**src/rtl/change_dispenser_pkg.sv**
```systemverilog
// Shared coin definitions and FSM state encoding for the change dispenser.
// Coin index 0 is the smallest denomination; higher indices are larger coins.
package change_dispenser_pkg;

    localparam int K_NUM_COINS  = 3;
    localparam int K_COIN_VAL0  = 100;
    localparam int K_COIN_VAL1  = 500;
    localparam int K_COIN_VAL2  = 1000;

    typedef enum logic [1:0] {
        ST_IDLE     = 2'd0,
        ST_LATCH    = 2'd1,
        ST_DISPENSE = 2'd2,
        ST_DONE     = 2'd3
    } state_t;

endpackage

```
**src/rtl/change_dispenser_coin_select.sv**
```systemverilog
// Combinational greedy pick: the largest coin whose value fits in the remaining amount.
// none_fits flags a remainder smaller than the smallest coin.
module change_dispenser_coin_select
    import change_dispenser_pkg::*;
#(
    parameter int          TOTAL_W   = 32,
    parameter int          NUM_COINS = K_NUM_COINS,
    parameter int unsigned COIN_VAL0 = K_COIN_VAL0,
    parameter int unsigned COIN_VAL1 = K_COIN_VAL1,
    parameter int unsigned COIN_VAL2 = K_COIN_VAL2
) (
    input  logic [TOTAL_W-1:0]   remaining,
    output logic [NUM_COINS-1:0] coin,
    output logic [TOTAL_W-1:0]   coin_val,
    output logic                 none_fits
);

    localparam logic [TOTAL_W-1:0] VAL0 = TOTAL_W'(COIN_VAL0);
    localparam logic [TOTAL_W-1:0] VAL1 = TOTAL_W'(COIN_VAL1);
    localparam logic [TOTAL_W-1:0] VAL2 = TOTAL_W'(COIN_VAL2);

    always_comb begin
        coin      = '0;
        coin_val  = '0;
        none_fits = (remaining < VAL0);
        if (remaining >= VAL2) begin
            coin[2]  = 1'b1;
            coin_val = VAL2;
        end else if (remaining >= VAL1) begin
            coin[1]  = 1'b1;
            coin_val = VAL1;
        end else if (remaining >= VAL0) begin
            coin[0]  = 1'b1;
            coin_val = VAL0;
        end
    end

endmodule

```
**src/rtl/change_dispenser.sv**
```systemverilog
// On a rising edge of timeout, latches current_total and pays it back greedily, one coin per cycle.
// Every output is registered; busy covers the latch cycle through the done pulse.
module change_dispenser
    import change_dispenser_pkg::*;
#(
    parameter int          TOTAL_W   = 32,
    parameter int          NUM_COINS = K_NUM_COINS,
    parameter int unsigned COIN_VAL0 = K_COIN_VAL0,
    parameter int unsigned COIN_VAL1 = K_COIN_VAL1,
    parameter int unsigned COIN_VAL2 = K_COIN_VAL2
) (
    input  logic                 clk,
    input  logic                 reset_n,
    input  logic                 timeout,
    input  logic [TOTAL_W-1:0]   current_total,
    output logic [NUM_COINS-1:0] return_coin,
    output logic [TOTAL_W-1:0]   return_value,
    output logic                 busy,
    output logic                 done,
    output logic                 residue
);

    state_t               state_q,     state_d;
    logic [TOTAL_W-1:0]   remaining_q, remaining_d;
    logic [NUM_COINS-1:0] coin_q,      coin_d;
    logic [TOTAL_W-1:0]   value_q,     value_d;
    logic                 busy_q,      busy_d;
    logic                 done_q,      done_d;
    logic                 residue_q,   residue_d;
    logic                 timeout_q,   timeout_d;

    logic [NUM_COINS-1:0] sel_coin;
    logic [TOTAL_W-1:0]   sel_val;
    logic                 none_fits;
    logic [TOTAL_W-1:0]   next_rem;
    logic                 trigger;

    change_dispenser_coin_select #(
        .TOTAL_W   (TOTAL_W),
        .NUM_COINS (NUM_COINS),
        .COIN_VAL0 (COIN_VAL0),
        .COIN_VAL1 (COIN_VAL1),
        .COIN_VAL2 (COIN_VAL2)
    ) u_coin_select (
        .remaining (remaining_q),
        .coin      (sel_coin),
        .coin_val  (sel_val),
        .none_fits (none_fits)
    );

    assign trigger  = timeout && !timeout_q;
    assign next_rem = remaining_q - sel_val;

    always_comb begin
        state_d     = state_q;
        remaining_d = remaining_q;
        coin_d      = '0;
        value_d     = '0;
        busy_d      = busy_q;
        done_d      = 1'b0;
        residue_d   = residue_q;
        timeout_d   = timeout;
        case (state_q)
            ST_IDLE: begin
                busy_d = 1'b0;
                if (trigger) begin
                    state_d     = ST_LATCH;
                    remaining_d = current_total;
                    residue_d   = 1'b0;
                    busy_d      = 1'b1;
                end
            end
            // A latched amount below the smallest coin (including zero) pays nothing.
            ST_LATCH: state_d = none_fits ? ST_DONE : ST_DISPENSE;
            ST_DISPENSE: begin
                coin_d      = sel_coin;
                value_d     = sel_val;
                remaining_d = next_rem;
                if (next_rem < TOTAL_W'(COIN_VAL0)) begin
                    state_d = ST_DONE;
                end
            end
            ST_DONE: begin
                done_d    = 1'b1;
                residue_d = (remaining_q != '0);
                state_d   = ST_IDLE;
            end
            default: state_d = ST_IDLE;
        endcase
    end

    always_ff @(posedge clk) begin
        if (!reset_n) begin
            state_q     <= ST_IDLE;
            remaining_q <= '0;
            coin_q      <= '0;
            value_q     <= '0;
            busy_q      <= 1'b0;
            done_q      <= 1'b0;
            residue_q   <= 1'b0;
            timeout_q   <= 1'b0;
        end else begin
            state_q     <= state_d;
            remaining_q <= remaining_d;
            coin_q      <= coin_d;
            value_q     <= value_d;
            busy_q      <= busy_d;
            done_q      <= done_d;
            residue_q   <= residue_d;
            timeout_q   <= timeout_d;
        end
    end

    assign return_coin  = coin_q;
    assign return_value = value_q;
    assign busy         = busy_q;
    assign done         = done_q;
    assign residue      = residue_q;

endmodule
```
**config.mk**
```make
export PLATFORM = sky130hd
export DESIGN_NAME = change_dispenser
export DESIGN_NICKNAME = d
export VERILOG_FILES = /design/src/rtl/change_dispenser_pkg.sv /design/src/rtl/change_dispenser_coin_select.sv /design/src/rtl/change_dispenser.sv
export SDC_FILE = /design/constraint.sdc
export NUM_CORES = 1
export LEC_CHECK = 0
export BUFFER_PORTS_ARGS = -buffer_cell sky130_fd_sc_hd__buf_2
export CAP_MARGIN = 0
export CELL_PAD_IN_SITES_DETAIL_PLACEMENT = 1
export CELL_PAD_IN_SITES_GLOBAL_PLACEMENT = 1
export CORE_ASPECT_RATIO = 0.7
export CORE_MARGIN = 1.5
export CORE_UTILIZATION = 43
export CTS_CLUSTER_SIZE = 8
export DETAILED_ROUTE_END_ITERATION = 8
export PLACE_DENSITY = 0.95
export RECOVER_POWER = 100
export SETUP_SLACK_MARGIN = 0.02
export SYNTH_ARGS = -nofsm -noshare
export SYNTH_HDL_FRONTEND = slang
export SYNTH_SLANG_ARGS = --single-unit
```
**constraint.sdc**
```tcl
create_clock -name clk -period 11.5 [get_ports clk]
set_input_delay 1.15 -clock clk [delete_from_list [all_inputs] [get_ports clk]]
set_output_delay 1.15 -clock clk [all_outputs]
set_load 0.01 [all_outputs]
```
======== After elaboration in Yosys (flattened, before gate mapping) ========
Index checks and enable logic that the tools add are counted.
W data, S select, Z words.
operators by class
  mux-type cells .......................... 16
  add/subtract/negate cells ............... 1
  equal/unequal tests ..................... 5
  order comparisons ....................... 5
  bitwise gates (word level) .............. 2
  reductions and logical operators ........ 12
operators by type and width
  kind                    number
  $mux W32                3
  $lt A32 B7 Y1 const B   2
  $pmux W32 S2            1
  $ge A32 B10 Y1 const B  1
  $ge A32 B7 Y1 const B   1
  $ge A32 B9 Y1 const B   1
  $reduce_bool A32 Y1     1
  $sub A32 B32 Y32        1
  $pmux W2 S4             1
  $reduce_and A2 Y1       4
  $mux W1                 7
  $mux W7                 1
  $eq A2 B2 Y1 const B    2
  $mux W2                 2
  $ne A2 B2 Y1 const B    2
  $reduce_bool A2 Y1      2
  $reduce_or A4 Y1        1
  $reduce_or A3 Y1        1
  $eq A2 B1 Y1 const B    1
  $logic_not A2 Y1        1
  $not A1 Y1              2
  $pmux W1 S2             1
  $logic_and A1 B1 Y1     1
  $logic_not A1 Y1        1
storage, ports and cells
  input port bits ......................... 35
  output and inout bits ................... 38
  bits in registers ....................... 73
  logic and storage cells ................. 51

======== Depth between registers and ports, before layout ========
Gate-level depths: netlist (run 1).
  word-level depth ........................ 8
  gate-level depth with buffers ........... 20
  gate-level depth less buffers ........... 18

======== By module ========
Synthesis (run 1) repeated with hierarchy kept, for this count alone.
second synthesis, totals
  cell total of the unflattened synthesis .. 708
  area total of the unflattened synthesis .. 5470.2 sq um
modules (own cells, without submodules)
  module                        cells an instance  instances  sequential area each (sq um)  area an instance (sq um)
  change_dispenser              654                1          1461.4                        5073.6
  change_dispenser_coin_select  54                 1          0.0                           396.6

======== Worst setup path before layout (run 1) ========
OpenSTA, ideal clock, no wires.
  path type ............................... register -> register
  from .................................... reg remaining_q[20]
  to ...................................... reg state_q[0]
  period minus slack after synthesis ...... 5.030 ns
  data arrival time ....................... 4.898 ns
  setup time .............................. 0.132 ns
  data required time ...................... 11.368 ns
  setup slack ............................. 6.470 ns
  path buffers ............................ 2
  cell stages (with the launch flop) ...... 20
  cells stage by stage .................... dfxtp_1 > buf_6 > or4_4 > or4_1 > buf_2 > nor2_1 > nand3_1 > a211oi_1 > or2_2 > ha_1 > and3b_1 > or2_2 > and2_1 > a21oi_1 > o21ai_0 > a211o_1 > nor4_2 > a31oi_1 > a2111oi_2 > a211oi_2
between the ends
  word-level cells in the longest chain between the ends .. 8
  elaborated cells between the ends (all ways) .. 13
  those cells by class .................... add/sub (1); order compare (5); eq/ne (1); mux (5); reduce/logical (1)
RTL lines
  element                             RTL line                            source
  from (decl)                         change_dispenser.sv:24              logic [TOTAL_W-1:0] remaining_q, remaining_d;
  from (signal assigned)              change_dispenser.sv:104             remaining_q <= remaining_d;
  $ge A32 B7 Y1                       change_dispenser_coin_select.sv:32  end else if (remaining >= VAL0) begin
  $mux W7                             change_dispenser_coin_select.sv:32
  $mux W32                            change_dispenser_coin_select.sv:29  end else if (remaining >= VAL1) begin
  $mux W32                            change_dispenser_coin_select.sv:26  if (remaining >= VAL2) begin
  $sub A32 B32 Y32                    change_dispenser.sv:52              assign next_rem = remaining_q - sel_val;
  $lt A32 B7 Y1                       change_dispenser.sv:79              if (next_rem < TOTAL_W'(COIN_VAL0)) begin
  $ne A2 B2 Y1 (no source line)       -
  $reduce_and A2 Y1 (no source line)  -
  to (signal assigned)                change_dispenser.sv:103             state_q <= state_d;
  to (decl)                           change_dispenser.sv:23              state_t state_q, state_d;
Parallel ways exist; a longest one is shown, timed or not.
A chain may end at the register's enable or synchronous reset.

======== Worst setup path in the final report (run 1) ========
  from .................................... reg remaining_q[19]
  to ...................................... reg state_q[0]
Same word-level chain as after synthesis.

==> impl_metrics.csv, run 1 <==
group,metric,value,unit
sta,post-route-period-util,55.3,%
power,power_switching,727,µW
clock_network,post_cts_resize_count,0,
die,start_util,44.0,%
yosys,netlist_instances,509,
layout,multi_input_area,0.00245,mm²
place,rd_place_congestion,1.01,
critical_path,worstRegToRegCells,17,
sta,report.final.setup_viol,0,
clock_network,cts-buffers-inserted,5,
status,outcome,"completed",
yosys,synth_fa_ha_area_share,4.27,%
power,vdd.ir_drop.worst,0.182,mV
sta,grt_setup_unrepaired,"false",
sta,setup_ws,5.14,ns
clock_network,clk_path_buf_depth,2,
critical_path,crit-reg2reg-capture,"state_q[0]$_SDFFE_PN0P_",
clock_network,cts_hold_buffers,0,
job,cap_viol_max_count,0,
yosys,yosys_most_used_dff,"sky130_fd_sc_hd__dfxtp_1",
worst_hold_path,holdCritStartpoint,"remaining_q[0]$_SDFFE_PN0P_",
critical_path,critPathMaxFanout,11,
layout,final_cell_count_no_fill,636,
sta,tightestPinTransition,1.12,ns
clock_network,cts_root_buffer,"sky130_fd_sc_hd__clkbuf_16",
critical_path,critPathArrivalTime,6.52,ns
place,portBuffers,48,
critical_path,critical_path_required,11.66,ns
yosys,number_of_enable_flip_flop_cells_after_synthesis,0,
yosys,synthTopCellsByArea,"sky130_fd_sc_hd__dfxtp_1 (24%), sky130_fd_sc_hd__nor2_1 (5.8%), sky130_fd_sc_hd__buf_4 (5.7%)",
die,placementRows,28,
global_route,grtUsageTotal,30.3,%
layout,antenna_cells_inserted,0,
die,chipHeight,80.6,µm
layout,mostFrequentLayoutCell,"sky130_fd_sc_hd__nor2_1",
sta,crit_path_time_final,6.36,ns
die,dieArea,0.00917,mm²
global_route,globalRoute.totalOverflow,0,
power,seq_power_share,24.0,%
detailed_routing,detailedRoute.firstIterationViolations,285,
yosys,synth.top_cell.area_share,24.4,%
yosys,synth-warning-count,0,
power,clock_network_fraction_of_design_power,14.6,%
yosys,synth-seq-cells,45,
detailed_routing,avgViaCountPerCell,6.45,
clock_network,setup_fix_buffers_added_after_clock_tree_synthesis,0,
clock_network,clk_latency,0.30,ns
worst_hold_path,min_to,"remaining_q[0]$_SDFFE_PN0P_",
yosys,synth_top_family_by_area,"compound AO/OA/AOI/OAI gates",
worst_hold_path,hold_path.class,"reg -> reg",
yosys,synth.cell_area,0.00370,mm²
sta,max_clock_freq,157,MHz
clock_network,clock_sink_count,45,
layout,final_layout_size_suffix_gt1_share,11.1,%
global_route,grt_max_degree,50,
sta,max_slew_margin,24.2,%
detailed_routing,detail_route.drc_violations,0,
critical_path,crit_type,"reg -> reg",
sta,drv_slew,0,
global_route,grt_antenna_before_repair,0,
global_route,grt_pass1_vias,3884,
layout,finalCoreUtilization,47.4,%
yosys,synth-compound-area-share,30.0,%
detailed_routing,num_vias,4105,
clock_network,tritoncts,"built",
die,die_w,114,µm
place,place_inst,628,
detailed_routing,drtAntennaViolNets,0,
die,design.core.area,0.00841,mm²
layout,area_delta_synth_final,7.82,%
detailed_routing,firstDrtPassIters,5,
yosys,synth_top_cell_by_area,"sky130_fd_sc_hd__dfxtp_1",
yosys,synth_xor_area_share,1.42,%
die,pin_count,73,
yosys,synth-seq-area-share,24.4,%
power,power.switching_fraction,54.2,%
yosys,synth_area_per_cell,7.26,µm²
yosys,synth_simple_gate_area_share,27.7,%
power,comb_power_share,61.4,%
clock_network,clkTransAtPathRegs,0.07,ns
layout,n_fill_cell,1115,
layout,area.sequential,901,µm²
place,detailedPlace.worstSlack,5.51,ns
layout,design.final.nets,577,
power,intPower,615,µW
place,hpwl,10100,µm
critical_path,reg2reg_setup_slack,5.14,ns
global_route,wire_length_of_the_first_global_routing_pass,21600,µm
critical_path,setup.worst_path.start,"remaining_q[19]$_SDFFE_PN0P_",
sta,finalSetupTns,0,ns
power,power_density,337,mW/mm²
sta,clock-skew-final,0.00710,ns
yosys,post_synth_mux_area_share,1.12,%
critical_path,timing.critical_path.to_type,"flop",
power,total_leakage_power,1.59,nW
critical_path,critPathLaunchType,"flop",
clock_network,cts_max_level,2,
yosys,unique_cell_type_count_in_the_yosys_netlist,74,
detailed_routing,route.detailed.wl_per_inst,21.6,µm
sta,report.final.hold_viol_count,0,
critical_path,crit-reg2reg-launch,"remaining_q[19]$_SDFFE_PN0P_",
worst_hold_path,whs_path_depth,2,
yosys,synth-async-reset-ratio,0,%
detailed_routing,routed_wirelength,13700,µm
layout,layout.cells.most_common_list,"sky130_fd_sc_hd__nor2_1 (57), sky130_fd_sc_hd__dfxtp_1 (45), sky130_fd_sc_hd__o21ai_0 (41)",
-- stage by stage --
| stage | power (mW) | hold WS (ns) | instance area (µm²) |
|---|---|---|---|
| floorplan | 0.891 | 0.432 | 3780 |
| global placement | 1.09 | 0.448 | 3840 |
| detailed placement | 1.12 | 0.467 | 3840 |
| CTS | 1.32 | 0.477 | 4030 |
| global route | 1.42 | 0.486 | 3990 |
| finish | 1.34 | 0.474 | 3990 |
-- cell families (layout without fill, tap and decap cells) --
logic type      Yosys count  count (layout)
simple gates            194             194
compound gates          170             170
buf+inv                  77              76
flops                    45              45
fa+ha+maj                12              12
xor+xnor                  6               6
mux                       4               4
other cells               1              24
-- power groups by stage --
stage | Sequential (mW) | Clock [mW] | Combinational (mW)
6_report | 0.321 | 0.196 | 0.824
5_1_grt | 0.328 | 0.202 | 0.895
4_1_cts | 0.317 | 0.196 | 0.810
3_5_place_dp | 0.319 | 0 | 0.798
3_3_place_gp | 0.313 | 0 | 0.775
2_1_floorplan | 0.262 | 0 | 0.630
-- Yosys cell counts (all sizes together) (4+ instances only) --
cell     n
nor3    28
a211o    4
a211oi  13
and3     7
a21o     5
o22ai   14
nand2   33
clkbuf  26
nor4    13
or2      4
and2    10
nor2    57
nor2b    5
o21ai   45
nand3   11
inv     16
a21oi   37
xnor2    5
buf     34
o211ai   5
dfxtp   45
a31oi    9
or3      5
ha      11
nand4    7
-- how the worst max path moves through the flow --
stage,endpoint,slack (ns),cells after the start
floorplan,state_q[0]$_SDFFE_PN0P_,6.47,19
global placement,state_q[0]$_SDFFE_PN0P_,5.69,17
detailed placement,state_q[0]$_SDFFE_PN0P_,5.51,17
CTS,state_q[0]$_SDFFE_PN0P_,5.47,17
global route,state_q[0]$_SDFFE_PN0P_,4.83,17
finish,state_q[0]$_SDFFE_PN0P_,5.14,17
-- routing by layer --
layer / GRT usage (%) / vias up / routed length [µm]
met3: 6.79 / 14 / 1330
li1: - / 1876 / -
met1: 43.3 / 1977 / 6320
met5: 0 / - / 0
met4: 6.88 / 0 / 121
met2: 46.1 / 238 / 5940
-- critical path, cell delays in order (launching register included) --
cell and delay (ns):
sky130_fd_sc_hd__dfxtp_1 0.42, sky130_fd_sc_hd__or4_1 0.67, sky130_fd_sc_hd__or4_1 0.67, sky130_fd_sc_hd__nor2_1 0.23, sky130_fd_sc_hd__nand3_1 0.13, sky130_fd_sc_hd__a211oi_1 0.79, sky130_fd_sc_hd__or2_2 0.24, sky130_fd_sc_hd__ha_1 0.27
sky130_fd_sc_hd__nor2b_1 0.17, sky130_fd_sc_hd__nor2_1 0.35, sky130_fd_sc_hd__nor2_1 0.10, sky130_fd_sc_hd__a211o_2 0.41, sky130_fd_sc_hd__nand2b_1 0.26, sky130_fd_sc_hd__a211oi_1 0.64, sky130_fd_sc_hd__nor4_1 0.17, sky130_fd_sc_hd__a31oi_1 0.41
sky130_fd_sc_hd__o21bai_1 0.19, sky130_fd_sc_hd__a211oi_2 0.08
-- area by class of cell --
class,instances,area share [%]
clock buffer,5,3.14
clock inverter,3,1.73
timing repair buffer,51,6.12
multi-input combinational,410,61.5
sequential,45,22.6
inverter,17,1.60
tap,105,3.30
-- state kept, by name, indices dropped and copies added (netlist names) --
name,count
busy,1
done,1
remaining_q,32
residue,1
return_coin,2
return_value,5
state_q,2
timeout_q,1
Note: power is estimated with default switching activity, not from simulation.
==> run 2: changes to the inputs <==
CORE_UTILIZATION = 36   (was 43)
PLACE_DENSITY = 0.89   (was 0.95)
clock period = 5.15 ns   (was 11.5 ns; I/O delays follow)
==> run 2 against run 1 <==
Global-route usage fell by 3.5 points; setup slack got worse by 5.0 ns; via count rose by 1.6%; design area rose by 7.3%; clock-buffer cell count did not move; sequential share of layout area fell by 1.5 points; critical path type unchanged; largest cell class unchanged; highest routed layer unchanged.
==> impl_metrics.csv, run 2 (synthesis results as in run 1) <==
group,metric,value,unit
layout,mostFrequentLayoutCell,"sky130_fd_sc_hd__nor2_1",
die,design.core.area,0.00983,mm²
die,pin_count,73,
clock_network,cts_max_level,2,
sta,crit_path_time_final,4.97,ns
layout,finalInstanceArea,0.00428,mm²
critical_path,critPathLaunchType,"flop",
worst_hold_path,hold_path.class,"in -> reg",
die,placementRows,30,
power,power.switching_fraction,54.3,%
critical_path,timing.critical_path.to_type,"flop",
detailed_routing,route.detailed.wl_per_inst,20.7,µm
detailed_routing,num_vias,4170,
clock_network,cts_root_buffer,"sky130_fd_sc_hd__clkbuf_16",
layout,final_cell_count_no_fill,691,
sta,finalSetupTns,0,ns
power,comb_power_share,68.5,%
sta,post-route-period-util,96.4,%
global_route,grt_pass1_vias,4032,
sta,report.final.setup_viol,0,
place,detailedPlace.worstSlack,0.126,ns
layout,area_delta_synth_final,15.7,%
power,power_density,726,mW/mm²
die,die_w,124,µm
global_route,grtUsageTotal,26.8,%
layout,layout.cells.most_common_list,"sky130_fd_sc_hd__nor2_1 (55), sky130_fd_sc_hd__dfxtp_1 (45), sky130_fd_sc_hd__o21ai_0 (37)",
detailed_routing,firstDrtPassIters,4,
clock_network,clock_sink_count,45,
clock_network,cts_hold_buffers,0,
layout,final_layout_size_suffix_gt1_share,18.3,%
critical_path,setup.worst_path.start,"remaining_q[19]$_SDFFE_PN0P_",
layout,largest_register_ffs,32,
global_route,grt_antenna_before_repair,0,
detailed_routing,avgViaCountPerCell,6.03,
clock_network,tritoncts,"built",
clock_network,setup_fix_buffers_added_after_clock_tree_synthesis,0,
place,placed_cell_area,0.00411,mm²
clock_network,cts-buffers-inserted,5,
global_route,wire_length_of_the_first_global_routing_pass,22100,µm
detailed_routing,detailedRoute.firstIterationViolations,333,
sta,setup_ws,0.184,ns
die,start_util,37.6,%
critical_path,critPathMaxFanout,5,
place,hpwl,10900,µm
place,rd_place_congestion,1.00,
critical_path,critical_path_required,5.30,ns
die,dieArea,0.0109,mm²
power,vdd.ir_drop.worst,0.321,mV
layout,design.final.nets,609,
detailed_routing,drtAntennaViolNets,0,
sta,drv_slew,0,
critical_path,crit-reg2reg-launch,"remaining_q[19]$_SDFFE_PN0P_",
status,outcome,"completed",
critical_path,crit_type,"reg -> reg",
sta,max_slew_margin,18.6,%
power,seq_power_share,21.0,%
clock_network,clk_path_buf_depth,2,
place,portBuffers,48,
die,chipHeight,87.8,µm
power,total_leakage_power,1.75,nW
critical_path,critPathArrivalTime,5.11,ns
sta,tightestPinTransition,1.21,ns
sta,report.final.hold_viol_count,0,
global_route,globalRoute.totalOverflow,0,
detailed_routing,detail_route.drc_violations,0,
worst_hold_path,holdCritStartpoint,"timeout",
sta,max_clock_freq,201,MHz
sta,clock-skew-final,0.00715,ns
power,clock_network_fraction_of_design_power,10.5,%
power,power_switching,1.68,mW
clock_network,clkTransAtPathRegs,0.07,ns
clock_network,clk_latency,0.30,ns
place,place_inst,683,
layout,regMostFlops,"remaining_q",
detailed_routing,routed_wirelength,14300,µm
job,cap_viol_max_count,0,
global_route,grt_max_degree,37,
power,design_power_total,3.10,mW
layout,antenna_cells_inserted,0,
power,intPower,1.42,mW
==> run 2: cell types whose count changed in the layout (fill, tap and decap cells not counted), moves of 2 or more <==
cell,before,now
sky130_fd_sc_hd__o21ai_0,41,37
sky130_fd_sc_hd__and2_0,4,0
sky130_fd_sc_hd__nor2_2,0,2
sky130_fd_sc_hd__buf_4,3,34
sky130_fd_sc_hd__nor2_1,57,55
sky130_fd_sc_hd__bufinv_16,2,0
sky130_fd_sc_hd__nor4_1,11,9
sky130_fd_sc_hd__nand2b_4,0,2
sky130_fd_sc_hd__and2_1,6,10
sky130_fd_sc_hd__nand2b_1,3,1
sky130_fd_sc_hd__o21ai_1,3,7
sky130_fd_sc_hd__clkinv_2,0,2
==> run 2: worst max-delay path, stage by stage (launching register included) <==
cell	delay, ns
sky130_fd_sc_hd__dfxtp_1	0.32
sky130_fd_sc_hd__or4_4	0.57
sky130_fd_sc_hd__or4_1	0.46
sky130_fd_sc_hd__nor2_2	0.17
sky130_fd_sc_hd__nand3_1	0.11
sky130_fd_sc_hd__a21o_1	0.19
sky130_fd_sc_hd__or2_2	0.30
sky130_fd_sc_hd__ha_1	0.34
sky130_fd_sc_hd__and3b_1	0.22
sky130_fd_sc_hd__or2_2	0.35
sky130_fd_sc_hd__and2_1	0.18
sky130_fd_sc_hd__a32o_1	0.25
sky130_fd_sc_hd__nor3_1	0.21
sky130_fd_sc_hd__nand4_1	0.18
sky130_fd_sc_hd__nor4_4	0.30
sky130_fd_sc_hd__a31oi_2	0.18
sky130_fd_sc_hd__a2111oi_2	0.39
sky130_fd_sc_hd__a211oi_2	0.09
==> run 2: cell type report <==
type / instances / area [µm²]
Tap cell: 128 / 160
Clock buffer: 5 / 125
Timing Repair Buffer: 83 / 480
Sequential cell: 45 / 901
Multi-Input combinational cell: 410 / 2530
Inverter: 17 / 63.8
Fill cell: 1253 / 5560
Clock inverter: 3 / 17.5
==> run 2: through the flow <==
stage          utilization, %  hold WS (ns)
2_1_floorplan               -         0.432
3_3_place_gp             41.8         0.463
3_5_place_dp             41.8         0.485
4_1_cts                  43.2         0.450
5_1_grt                  43.5         0.479
6_report                 43.5         0.442
==> run 2: worst paths after layout <==
path                                       to  slack (ns)  cells past startpoint
setup / recovery      state_q[0]$_SDFFE_PN0P_        0.18                     17
hold / removal           timeout_q$_SDFF_PN0_        0.44                      3
hold reg to reg   remaining_q[0]$_SDFFE_PN0P_        0.49                      2
setup reg to reg      state_q[0]$_SDFFE_PN0P_        0.18                     17
==> run 2: repair_timing <==
action	in CTS	in global routing
resized for setup	0	11
endpoints found under the hold margin	0	0
setup endpoints to repair	0	2
==> run 2: power by group through the flow <==
stage               sequential (mW)  clock [mW]  combinational [mW]
finish                        0.651       0.327                2.13
global route                  0.670       0.351                2.31
CTS                           0.644       0.337                2.05
detailed placement            0.651           0                2.03
global placement              0.644           0                1.97
floorplan                     0.584           0                1.41
==> run 2: per-layer routing <==
| layer | routed length (µm) | track usage (%) | up-vias |
|---|---|---|---|
| met4 | 73 | 3.93 | 0 |
| met3 | 1290 | 6.84 | 10 |
| met1 | 6990 | 39.8 | 2042 |
| met5 | 0 | 0 | - |
| li1 | - | - | 1954 |
| met2 | 5980 | 39.6 | 164 |
